$ cat config.mk
export PLATFORM = sky130hd
export DESIGN_NAME = byte_serial_adder
export DESIGN_NICKNAME = d
export VERILOG_FILES = /design/src/rtl/byte_serial_adder.sv
export SDC_FILE = /design/constraint.sdc
export NUM_CORES = 1
export LEC_CHECK = 0
export ABC_AREA = 0
export CORE_ASPECT_RATIO = 1.1
export CORE_MARGIN = 2
export CORE_UTILIZATION = 24
export DETAILED_ROUTE_END_ITERATION = 10
export PLACE_DENSITY = 0.45
export SYNTH_ARGS = -nofsm -noshare
export SYNTH_HDL_FRONTEND = slang
export SYNTH_SLANG_ARGS = --single-unit
$ cat constraint.sdc
create_clock -name clk -period 2.2 [get_ports clk]
set_input_delay 0.33 -clock clk [delete_from_list [all_inputs] [get_ports clk]]
set_output_delay 0.33 -clock clk [all_outputs]
set_load 0.1 [all_outputs]
$ cat src/rtl/byte_serial_adder.sv
// Byte-serial W-bit adder: one byte per clock, LSB first, carry chained
// through a register; valid/ready on operand and result sides.
module byte_serial_adder #(
   parameter int NBYTES = 4
) (
   input  logic                clk,
   input  logic                rst,
   input  logic                in_valid,
   output logic                in_ready,
   input  logic [8*NBYTES-1:0] a_in,
   input  logic [8*NBYTES-1:0] b_in,
   input  logic                cin,
   output logic                out_valid,
   input  logic                out_ready,
   output logic [8*NBYTES-1:0] sum,
   output logic                cout,
   output logic                ovf
);

   localparam int W  = 8 * NBYTES;
   localparam int CW = (NBYTES > 1) ? $clog2(NBYTES) : 1;
   localparam logic [CW-1:0] LAST = CW'(NBYTES - 1);

   typedef enum logic [1:0] {
      IDLE,
      ADD,
      DONE
   } state_t;

   state_t        state_q, state_d;
   logic          carry_q, carry_d;
   logic [CW-1:0] cnt_q, cnt_d;
   logic [W-1:0]  a_sh_q, a_sh_d;
   logic [W-1:0]  b_sh_q, b_sh_d;
   logic [W-1:0]  sum_sh_q, sum_sh_d;
   logic          cout_q, cout_d;
   logic          ovf_q, ovf_d;

   logic [7:0]    rca_s;
   logic          rca_co;
   logic [W+7:0]  sum_cat;

   // 8-bit ripple-carry byte slice
   always_comb begin
      {rca_co, rca_s} = {1'b0, a_sh_q[7:0]}
                      + {1'b0, b_sh_q[7:0]}
                      + {8'b0, carry_q};
   end

   always_comb begin
      state_d  = state_q;
      carry_d  = carry_q;
      cnt_d    = cnt_q;
      a_sh_d   = a_sh_q;
      b_sh_d   = b_sh_q;
      sum_sh_d = sum_sh_q;
      cout_d   = cout_q;
      ovf_d    = ovf_q;
      sum_cat  = {rca_s, sum_sh_q};
      unique case (state_q)
         IDLE: begin
            if (in_valid) begin
               a_sh_d  = a_in;
               b_sh_d  = b_in;
               carry_d = cin;
               cnt_d   = '0;
               state_d = ADD;
            end
         end
         ADD: begin
            sum_sh_d = sum_cat[W+7:8];
            carry_d  = rca_co;
            a_sh_d   = a_sh_q >> 8;
            b_sh_d   = b_sh_q >> 8;
            cnt_d    = cnt_q + CW'(1);
            if (cnt_q == LAST) begin
               cout_d  = rca_co;
               ovf_d   = (a_sh_q[7] == b_sh_q[7]) &&
                         (rca_s[7] != a_sh_q[7]);
               state_d = DONE;
            end
         end
         DONE: begin
            if (out_ready) begin
               state_d = IDLE;
            end
         end
         default: state_d = IDLE;
      endcase
   end

   always_ff @(posedge clk) begin
      if (rst) begin
         state_q  <= IDLE;
         carry_q  <= 1'b0;
         cnt_q    <= '0;
         a_sh_q   <= '0;
         b_sh_q   <= '0;
         sum_sh_q <= '0;
         cout_q   <= 1'b0;
         ovf_q    <= 1'b0;
      end else begin
         state_q  <= state_d;
         carry_q  <= carry_d;
         cnt_q    <= cnt_d;
         a_sh_q   <= a_sh_d;
         b_sh_q   <= b_sh_d;
         sum_sh_q <= sum_sh_d;
         cout_q   <= cout_d;
         ovf_q    <= ovf_d;
      end
   end

   assign in_ready  = (state_q == IDLE);
   assign out_valid = (state_q == DONE);
   assign sum       = sum_sh_q;
   assign cout      = cout_q;
   assign ovf       = ovf_q;

endmodule

; Yosys cells after proc, flatten, opt, wreduce, memory -nomap -nowiden
; Cells that the tools add are included.
[classes]
n_addsub = 3
multipliers = 0
n_div = 0
magnitude_cmp = 0
eq_ne = 8
shift = 0
muxes = 12
bitwise_logic = 0
n_reduce_logical = 6
[op_table]
columns = op, n
row1 = case mux 32 bit (2 select lines), 2
row2 = 2-to-1 mux 32 bit, 2
row3 = adder 8 x 8 -> 9 bit, 1
row4 = adder 9 x 1 -> 9 bit, 1
row5 = 2-to-1 mux 2 bit, 4
row6 = case mux 2 bit (3 select lines), 1
row7 = equality test 2 bit (second input constant), 2
row8 = inequality test 2 bit (second input constant), 2
row9 = case mux 2 bit (2 select lines), 1
row10 = AND reduction 2 bit, 2
row11 = AND reduction 3 bit, 1
row12 = adder 2 x 1 -> 2 bit (second input constant), 1
row13 = equality test 2 x 1 -> 1 bit (second input constant), 1
row14 = logical NOT 2 bit, 1
row15 = inequality test 2 x 1 -> 1 bit (second input constant), 1
row16 = case mux 1 bit (2 select lines), 1
row17 = nonzero test 2 bit, 1
row18 = equality test 1 bit, 1
row19 = logical AND 1 bit, 1
row20 = 2-to-1 mux 1 bit, 1
row21 = inequality test 1 bit, 1
[word_totals]
regBits = 103
latch_bits = 0
ram_bits = 0
mem_bits_ro = 0
out_inout_bits = 36
wordCells = 37
memories = 0

; Longest topological paths before layout
[logic_depth]
ltp_word = 4
ltp_mapped = 7
mapped_depth_nobuf = 6

; Least setup slack after synthesis
; Ideal clock, no wire load.
[synth_path]
path_type = register to register
start = reg state_q[1]
end = reg a_sh_q[30]
setup_time_ns = 0.065
arrival_ns = 2.436
slack_ns = -0.301
path_stages_with_launch = 8
n_path_buf = 3
synth_period_minus_slack_ns = 2.501
path_cell_list = dfxtp_1 buf_2 nor2_1 and2_1 buf_2 buf_4 a22oi_1 nor2_1
[synth_between]
elab_chain_len = 3
[synth_rtl]
columns = element, line
row1 = start: declaration, 30  ; state_t state_q, state_d;
row2 = start signal: assignment, 103  ; state_q <= state_d;
row3 = logical NOT 2 bit (*), -
row4 = via in_ready, 9  ; output logic in_ready,
row5 = inequality test 2 bit (no source line) / nonzero test 2 bit (equally long branches), -
row6 = AND reduction 2 bit (no source line), -
row7 = end signal: assignment, 106  ; a_sh_q <= a_sh_d;
row8 = end: declaration, 33  ; logic [W-1:0] a_sh_q, a_sh_d;
; Mark *: on every way through the listed nets, which the timed path passes. The rest lies on a longest branch.
; A chain may end at the register's enable or synchronous reset.

; Worst setup path after layout
[layout_path]
start = reg carry_q
end = reg cout_q, in the netlist cout
[layout_between]
elab_chain_len = 1
[layout_rtl]
columns = element, line
row1 = start: declaration, 31  ; logic carry_q, carry_d;
row2 = start signal: assignment, 104  ; carry_q <= carry_d;
row3 = adder 9 x 1 -> 9 bit, 47  ; + {8'b0, carry_q};
row4 = end signal: assignment, 109  ; cout_q <= cout_d;
row5 = end: declaration, 36  ; logic cout_q, cout_d;
; Every way passes these cells.

==> metrics.yaml <==
status: "complete, no violations"
routedWlPerCell_um: 13.6
ys_warn_count: 0
dr.pass1.iters: 4
critPathBufInv: 0
route.vias.total: 4433
die_y_um: 152
dieArea_mm2: 0.0210
core_mm2: 0.0197
first_global_vias: 4371
end_kind: "flip-flop"
synth_ff_type: "dfxtp_1"
worst_ep_arrival_time_ns: 2.25
ys_top_cells_by_area: "dfxtp_1, nor2_1, a21oi_1"
ys_types: 42
yosysTopAreaCell: "dfxtp_1"
antenna_found_initial: 0
synth_top_area_frac: 0.434
critPathSlowestCell: "fa_2"
ant_nets: 0
power_leakage_nw: 2.55
io-pin-count: 105
rsz0062_at_grt: "false"
die_x_um: 138
grt_pass1_wl_um: 21500
dp_cells: 954
skew_ns: 0.00944
clk_latency_ns: 0.35
drtIter0Drc: 184
instances_no_fill: 970
clock_sinks: 103
required_ns: 2.42
num_antenna_cells: 0
htree_levels: 3
clkTransAtPathRegs_ns: 0.07
grtUsageTotal: 0.128
critPathKind: "reg -> reg"
powerDensity_mw_per_mm2: 769
fmax_ghz: 0.493
power.total_mw: 4.80
cts_buffers: 9
syn_area_mm2: 0.00475
grt_max_degree: 45
min_period_over_period: 0.921
layout_commonest_cell: "nor2_1"
cp-start-kind: "flip-flop"
worst_pin_slew_ns: 0.644
fin_nets: 792
synth_edf_count: 0
place_hpwl_um: 9490
cp_slowest_stage_delay_ns: 0.43
hold_viol_final: 0
syn_to_final_growth_pct: 31.3
final_max_slew_viol_count: 0
avgSynthCellArea_um2: 7.49
start_util: 0.242
vdd_drop_max_v: 0.000577
crit_chain: "fa_2 > fa_1 > a21o_1 > a21oi_1 > o211a_1 > a311oi_1"
portBuffers: 104
synth-seq-area-share: 0.434
synth_seq_cells: 103
rows: 54
routed_wl_um: 13200
critPathMaxFanout: 3
drc: 0
cts-root-buf: "clkbuf_16"
hp-class: "in -> reg"
layout_common_cells: "nor2_1, dfxtp_1, a21oi_1"
async_flop_share: 0
vias_per_cell: 4.57
postSynthCellCount: 635
cap_violations: 0
setup-tns-final_ns: 0
relSlewSlack: 0.571
cts_tree: "done"
synth_nets: 714
cts.path.max_buffers: 2
period_minus_slack_ns: 2.03
finalSetupViolCount: 0
crit_family: "adder cells"
grt_overflow: 0
gp_congestion: 0.755
cts_hold_buf: 0
drive_above_1_share: 0.111
state kept, by name (all words and copies together), names as in the netlist:
| signal | count |
|---|---|
| carry_q | 1 |
| b_sh_q | 32 |
| ovf | 1 |
| cnt_q | 2 |
| cout | 1 |
| state_q | 2 |
| sum | 32 |
| a_sh_q | 32 |
stage by stage:
step                      worst slack, ns  instance area, um^2   util  hold slack (ns)
final                               0.173                 6240  0.317            0.435
after global routing               0.0695                 6240  0.317            0.437
after CTS                          0.0947                 6240  0.317            0.412
after detailed placement            0.112                 5910  0.301            0.452
after global placement              0.172                 5910  0.301            0.444
after floorplan                   0.00796                 4760      -            0.466
power by group:
group          leakage [nW]  total, mW  switching (mW)  internal (mW)
combinational          1.54      0.986           0.593          0.393
clock                 0.162       1.73           0.719           1.01
sequential            0.847       2.08          0.0876           2.00
area by class of cell:
cell class	instances	area, um^2
clock buffers	13	280
repair buffers	118	1070
well taps	252	315
flip-flops and latches	103	2060
inverters	1	3.75
fillers	2123	13400
multi-input cells	480	2460
clock inverters	3	47.5
cell families after synthesis:
family | Yosys count | share of synthesized area
compound gates | 123 | 0.154
simple gates | 343 | 0.323
flops | 103 | 0.434
buf+inv | 52 | 0.0521
xor+xnor | 4 | 0.00737
fa+ha+maj | 10 | 0.0295
synthesized netlist by cell type, types with 2 or more instances:
library cell  instances
nand3_1               2
buf_4                 9
nor2b_1              51
nor3b_1               2
nand2b_1              3
buf_1                 5
xnor2_1               3
a21o_1                5
o21ai_0               5
a22oi_1              17
a21oi_1              82
nor2_1              169
fa_1                  2
nand2_1              53
a211oi_1              3
ha_1                  8
clkbuf_1             22
nor3_1               50
nand3b_1              4
buf_2                15
nand4_1               2
dfxtp_1             103
path summary, 6_finish.rpt:
path              startpoint    endpoint  slack (ns)  cells after the start
setup / recovery     carry_q        cout        0.17                      6
hold / removal           rst  a_sh_q[25]        0.43                      2
setup reg to reg     carry_q        cout        0.17                      6
hold reg to reg       sum[0]      sum[0]        0.46                      2
per-layer routing:
| layer | track usage | vias to the layer above | part of all wire |
|---|---|---|---|
| li1 | - | 2274 | - |
| met1 | 0.154 | 2053 | 0.46 |
| met4 | 0.0413 | 0 | 0.014 |
| met5 | 0 | - | 0 |
| met2 | 0.221 | 94 | 0.47 |
| met3 | 0.0393 | 12 | 0.051 |
what timing repair did:
item / 4_1_cts / 5_1_grt
setup endpoints to repair: 0 / 1
setup buffers: 0 / 0
gates resized for setup: 0 / 1
Power figures use the tool's default switching activity.
